[src/rtl/sr_latch_bank.sv]
// -----------------------------------------------------------------------------
// sr_latch_bank
//
// A bank of WIDTH independent, clocked SR storage cells. It takes the place of
// the classic single-bit NOR SR latch. The s=1/r=1 case is a defined, selectable
// behaviour, and every occurrence is reported through sticky flags and a
// saturating event counter.
//
// Parameters
//   WIDTH  number of independent cells (1..32)
//   MODE   resolution when s=1 and r=1:
//          0 reset wins, 1 set wins, 2 hold, 3 toggle
//   INIT   value loaded into q by reset
//   CNT_W  width of the saturating conflict counter
//
// Ports
//   clk            rising-edge clock
//   rst_n          synchronous active-low reset (overrides all other inputs)
//   en             update enable; 0 freezes every cell and ignores s/r
//   s, r           per-cell set / reset requests
//   clr_flags      clears conflict flags and counter (same-cycle events win)
//   q, qn          registered state and its exact complement
//   rise, fall     one-cycle pulses for 0->1 / 1->0 transitions at the last edge
//   conflict       sticky per-cell "s=r=1 seen while enabled" flags
//   conflict_count saturating count of enabled cycles with any conflict
// -----------------------------------------------------------------------------
module sr_latch_bank #(
    parameter int               WIDTH = 8,
    parameter int               MODE  = 0,
    parameter logic [WIDTH-1:0] INIT  = '0,
    parameter int               CNT_W = 8
) (
    input  logic             clk,
    input  logic             rst_n,
    input  logic             en,
    input  logic [WIDTH-1:0] s,
    input  logic [WIDTH-1:0] r,
    input  logic             clr_flags,
    output logic [WIDTH-1:0] q,
    output logic [WIDTH-1:0] qn,
    output logic [WIDTH-1:0] rise,
    output logic [WIDTH-1:0] fall,
    output logic [WIDTH-1:0] conflict,
    output logic [CNT_W-1:0] conflict_count
);

    localparam logic [CNT_W-1:0] CNT_MAX = '1;
    localparam logic [CNT_W-1:0] CNT_ONE = CNT_W'(1);

    logic [WIDTH-1:0] r_q;
    logic [WIDTH-1:0] r_rise;
    logic [WIDTH-1:0] r_fall;
    logic [WIDTH-1:0] r_conflict;
    logic [CNT_W-1:0] r_count;

    logic [WIDTH-1:0] w_next;
    logic [WIDTH-1:0] w_conf_now;
    logic             w_any_conf;

    // Per-cell next state. The conflict case is resolved by the MODE constant,
    // so only one of the branches remains after elaboration.
    always_comb begin
        w_next = r_q;
        for (int i = 0; i < WIDTH; i++) begin
            if (s[i] && !r[i]) begin
                w_next[i] = 1'b1;
            end else if (!s[i] && r[i]) begin
                w_next[i] = 1'b0;
            end else if (s[i] && r[i]) begin
                case (MODE)
                    0:       w_next[i] = 1'b0;
                    1:       w_next[i] = 1'b1;
                    2:       w_next[i] = r_q[i];
                    default: w_next[i] = ~r_q[i];
                endcase
            end
        end
    end

    // Conflicts only count while the bank is enabled.
    assign w_conf_now = en ? (s & r) : '0;
    assign w_any_conf = |w_conf_now;

    always_ff @(posedge clk) begin
        if (!rst_n) begin
            r_q        <= INIT;
            r_rise     <= '0;
            r_fall     <= '0;
            r_conflict <= '0;
            r_count    <= '0;
        end else begin
            if (en) begin
                r_q    <= w_next;
                r_rise <= ~r_q & w_next;
                r_fall <= r_q & ~w_next;
            end else begin
                r_rise <= '0;
                r_fall <= '0;
            end

            // A conflict in the clearing cycle survives the clear.
            if (clr_flags) begin
                r_conflict <= w_conf_now;
                r_count    <= w_any_conf ? CNT_ONE : '0;
            end else begin
                r_conflict <= r_conflict | w_conf_now;
                if (w_any_conf && (r_count != CNT_MAX)) begin
                    r_count <= r_count + CNT_ONE;
                end
            end
        end
    end

    assign q              = r_q;
    assign qn             = ~r_q;
    assign rise           = r_rise;
    assign fall           = r_fall;
    assign conflict       = r_conflict;
    assign conflict_count = r_count;

endmodule

[config.mk]
export PLATFORM = sky130hd
export DESIGN_NAME = sr_latch_bank
export DESIGN_NICKNAME = d
export VERILOG_FILES = /design/src/rtl/sr_latch_bank.sv
export SDC_FILE = /design/constraint.sdc
export NUM_CORES = 1
export LEC_CHECK = 0
export BUFFER_PORTS_ARGS = -buffer_cell sky130_fd_sc_hd__buf_2
export CAP_MARGIN = 20
export CORE_ASPECT_RATIO = 0.6
export CORE_MARGIN = 2
export CORE_UTILIZATION = 50
export CTS_CLUSTER_DIAMETER = 60
export CTS_CLUSTER_SIZE = 8
export DETAILED_ROUTE_END_ITERATION = 10
export MAX_ROUTING_LAYER = met4
export PLACE_DENSITY = 0.89
export SYNTH_ARGS = -nofsm -noshare
export SYNTH_HDL_FRONTEND = slang
export SYNTH_SLANG_ARGS = --single-unit
[constraint.sdc]
create_clock -name clk -period 2.45 [get_ports clk]
set_input_delay 0.1225 -clock clk [delete_from_list [all_inputs] [get_ports clk]]
set_output_delay 0.1225 -clock clk [all_outputs]
set_load 0.005 [all_outputs]
==> key figures <==
Logic synthesis
  – Netlist Area Pre-Place: 1620 um^2
  – Synth top area cells: dfxtp_1 (50%), nand2_1 (5.8%), a21oi_1 (5.0%)
  – Post-synthesis register bit count: 40
  – Mapped Cells: 171
  – Post-synthesis sequential area ratio: 0.495
  – Syn avg cell area: 9.45 um^2
  – Number of synthesized flops with an enable pin: 0
  – Post-synth top flop: dfxtp_1
  – Fraction of registers with async set/reset: 0
  – Unique masters post-synth: 26
  – Synth Net Count: 192
  – Synth area leader: dfxtp_1
  – Top cell type's share of synthesized area: 0.495
  – Synth warn: 0

Power and ir drop
  – PD cells: 649 nW/um^2
  – Total Power: 1.35 mW
  – Worst vdd ir: 0.000425 V
  – Static leakage: 0.989 nW

Critical path
  – Worst Setup Start Kind: flip-flop
  – Crit. Startpoint: conflict_count[0]
  – Critical setup path kind: reg2reg
  – Crit-path max FO: 5
  – Req. time, crit path: 2640 ps
  – Crit path DAT: 1800 ps
  – Reg2reg start: conflict_count[0]
  – Worst Setup End Kind: flip-flop

Timing
  – Tmin final: 1610 ps
  – Max Clock Freq: 622 MHz
  – RSZ-0062 raised after global routing: false
  – Fin crit share: 0.657
  – Setup violators final: 0
  – Worst slew pin tran: 472 ps
  – Final Skew: 2.93 ps
  – Fin Setup TNS: 0 ps
  – Final hold violations: 0
  – Slew Viols, Final: 0
  – Slew headroom: 0.686

Drt
  – Routed wire length per instance: 14.0 um
  – DR DRC count: 0
  – 1st-iter DRT viols: 91
  – Routed Antenna Nets: 0
  – Pre-antenna DRT Iters: 4
  – Drt total wl: 3970 um
  – Vias: 1558
  – DR vias/cell: 5.51

GRT
  – Vias in the first global route: 1299
  – Gr usage total: 0.239
  – Antenna violations before repair: 0
  – Total grt overflow: 0
  – Largest net degree at the start of global routing: 29
  – First-pass GRT wire length: 6200 um

Die
  – Cell row count: 15
  – Die Footprint: 3720 um^2
  – Initial Util: 0.545
  – Die width: 77.4 um
  – Die height: 48.0 um
  – Core area: 2970 um^2
  – Top Ports: 68

Cells and area
  – Layout cell share with drive strength beyond 1: 0.344
  – Antenna fix cells: 0
  – Commonest non-fill, non-tap cell in the layout: buf_2
  – Reg area: 801 um^2
  – Filler Cells Inserted: 245
  – Final Cell Area: 2080 um^2
  – Final nets: 261
  – Multi-input logic area: 738 um^2
  – Layout area overhead: 28.9%
  – Util after Layout: 0.703
  – Most frequent cells in the layout: buf_2 (67), dfxtp_1 (40), nand2_1 (25), a21oi_1 (16), nor2_1 (15)

Job
  – Max cap viols: 0

Placement
  – Post-DP Area: 1980 um^2
  – Detail Placement HPWL: 2880 um
  – IO Port Bufs: 67
  – GPL Wtd Cong: 0.803

Clock network
  – Clock Sinks: 40
  – Clk root buf: clkbuf_8
  – Worst skew pair latency: 300 ps
  – Setup Fix Bufs, Post-CTS: 0
  – CTS tree: done
  – Deepest clock path buffer count: 2
  – CTS buffer count: 5
  – Clk slew on worst S/H paths: 70 ps
  – Hold Buf Count CTS: 0
  – CTS HTree Levels: 2
  – Post-CTS Resized: 0

Worst hold path
  – Worst min path class: in2reg
  – Hold Path Origin: r[4]

Status
  – Status: completed
## stage by stage
step / hold WS [ps] / instances / setup WS, ps
after floorplan: 200 / 171 / 979
after global routing: 47.8 / 283 / 700
after detailed placement: 360 / 275 / 872
after global placement: 365 / 275 / 931
final: 55.1 / 283 / 841
after CTS: 40.7 / 283 / 853
## sequential cells by signal, indices dropped and copies added, names as in the netlist
name,count
rise,8
fall,8
conflict,8
q,8
conflict_count,8
## synthesized netlist by cell type, drive strengths merged, types with 4 or more instances
cell	n
and3	7
a21oi	16
a22oi	4
a32oi	8
nand2	25
dfxtp	40
inv	12
nor2	15
nor2b	9
clkbuf	5
nor4b	8
## where the power goes
| part | switching (mW) | internal [mW] | leakage [nW] |
|---|---|---|---|
| clock | 0.226 | 0.302 | 0.0552 |
| sequential | 0.0149 | 0.669 | 0.325 |
| combinational | 0.0807 | 0.0589 | 0.608 |
| total | 0.322 | 1.03 | 0.989 |
## kinds of logic after synthesis
group / synth area share
and+or+nand+nor: 0.239
DFF: 0.495
AOI/OAI and AO/OA: 0.203
buffers and inverters: 0.0480
muxes: 0.00697
adders and majority gates: 0.00774
## metal layers
| metal | wire, um | share of wire | track usage |
|---|---|---|---|
| met1 | 1880 | 0.47 | 0.295 |
| met2 | 1720 | 0.43 | 0.350 |
| met3 | 282 | 0.071 | 0.0774 |
| met4 | 84 | 0.021 | 0.139 |
| met5 | 0 | 0 | - |
## path summary, 6_finish.rpt
path / end / slack (ps) / cells past startpoint
setup / recovery: conflict_count[6] / 840 / 5
hold / removal: rise[4] / 60 / 2
setup reg to reg: conflict_count[6] / 840 / 5
hold reg to reg: rise[5] / 510 / 1
## worst max-delay path, cell delays in order (launching register included)
cell and delay (ps):
dfxtp_1 410, ha_1 310, nand2_1 120, a2111oi_2 340
a21oi_1 120, a31o_1 200
## cell type report
class / count / share of cell area
Multi-Input combinational cell: 113 / 0.354
Clock inverter: 2 / 0.0168
Inverter: 13 / 0.0234
Tap cell: 42 / 0.0252
Timing Repair Buffer: 67 / 0.161
Sequential cell: 40 / 0.384
Clock buffer: 6 / 0.0348
Note: power is estimated with default switching activity, not from simulation.
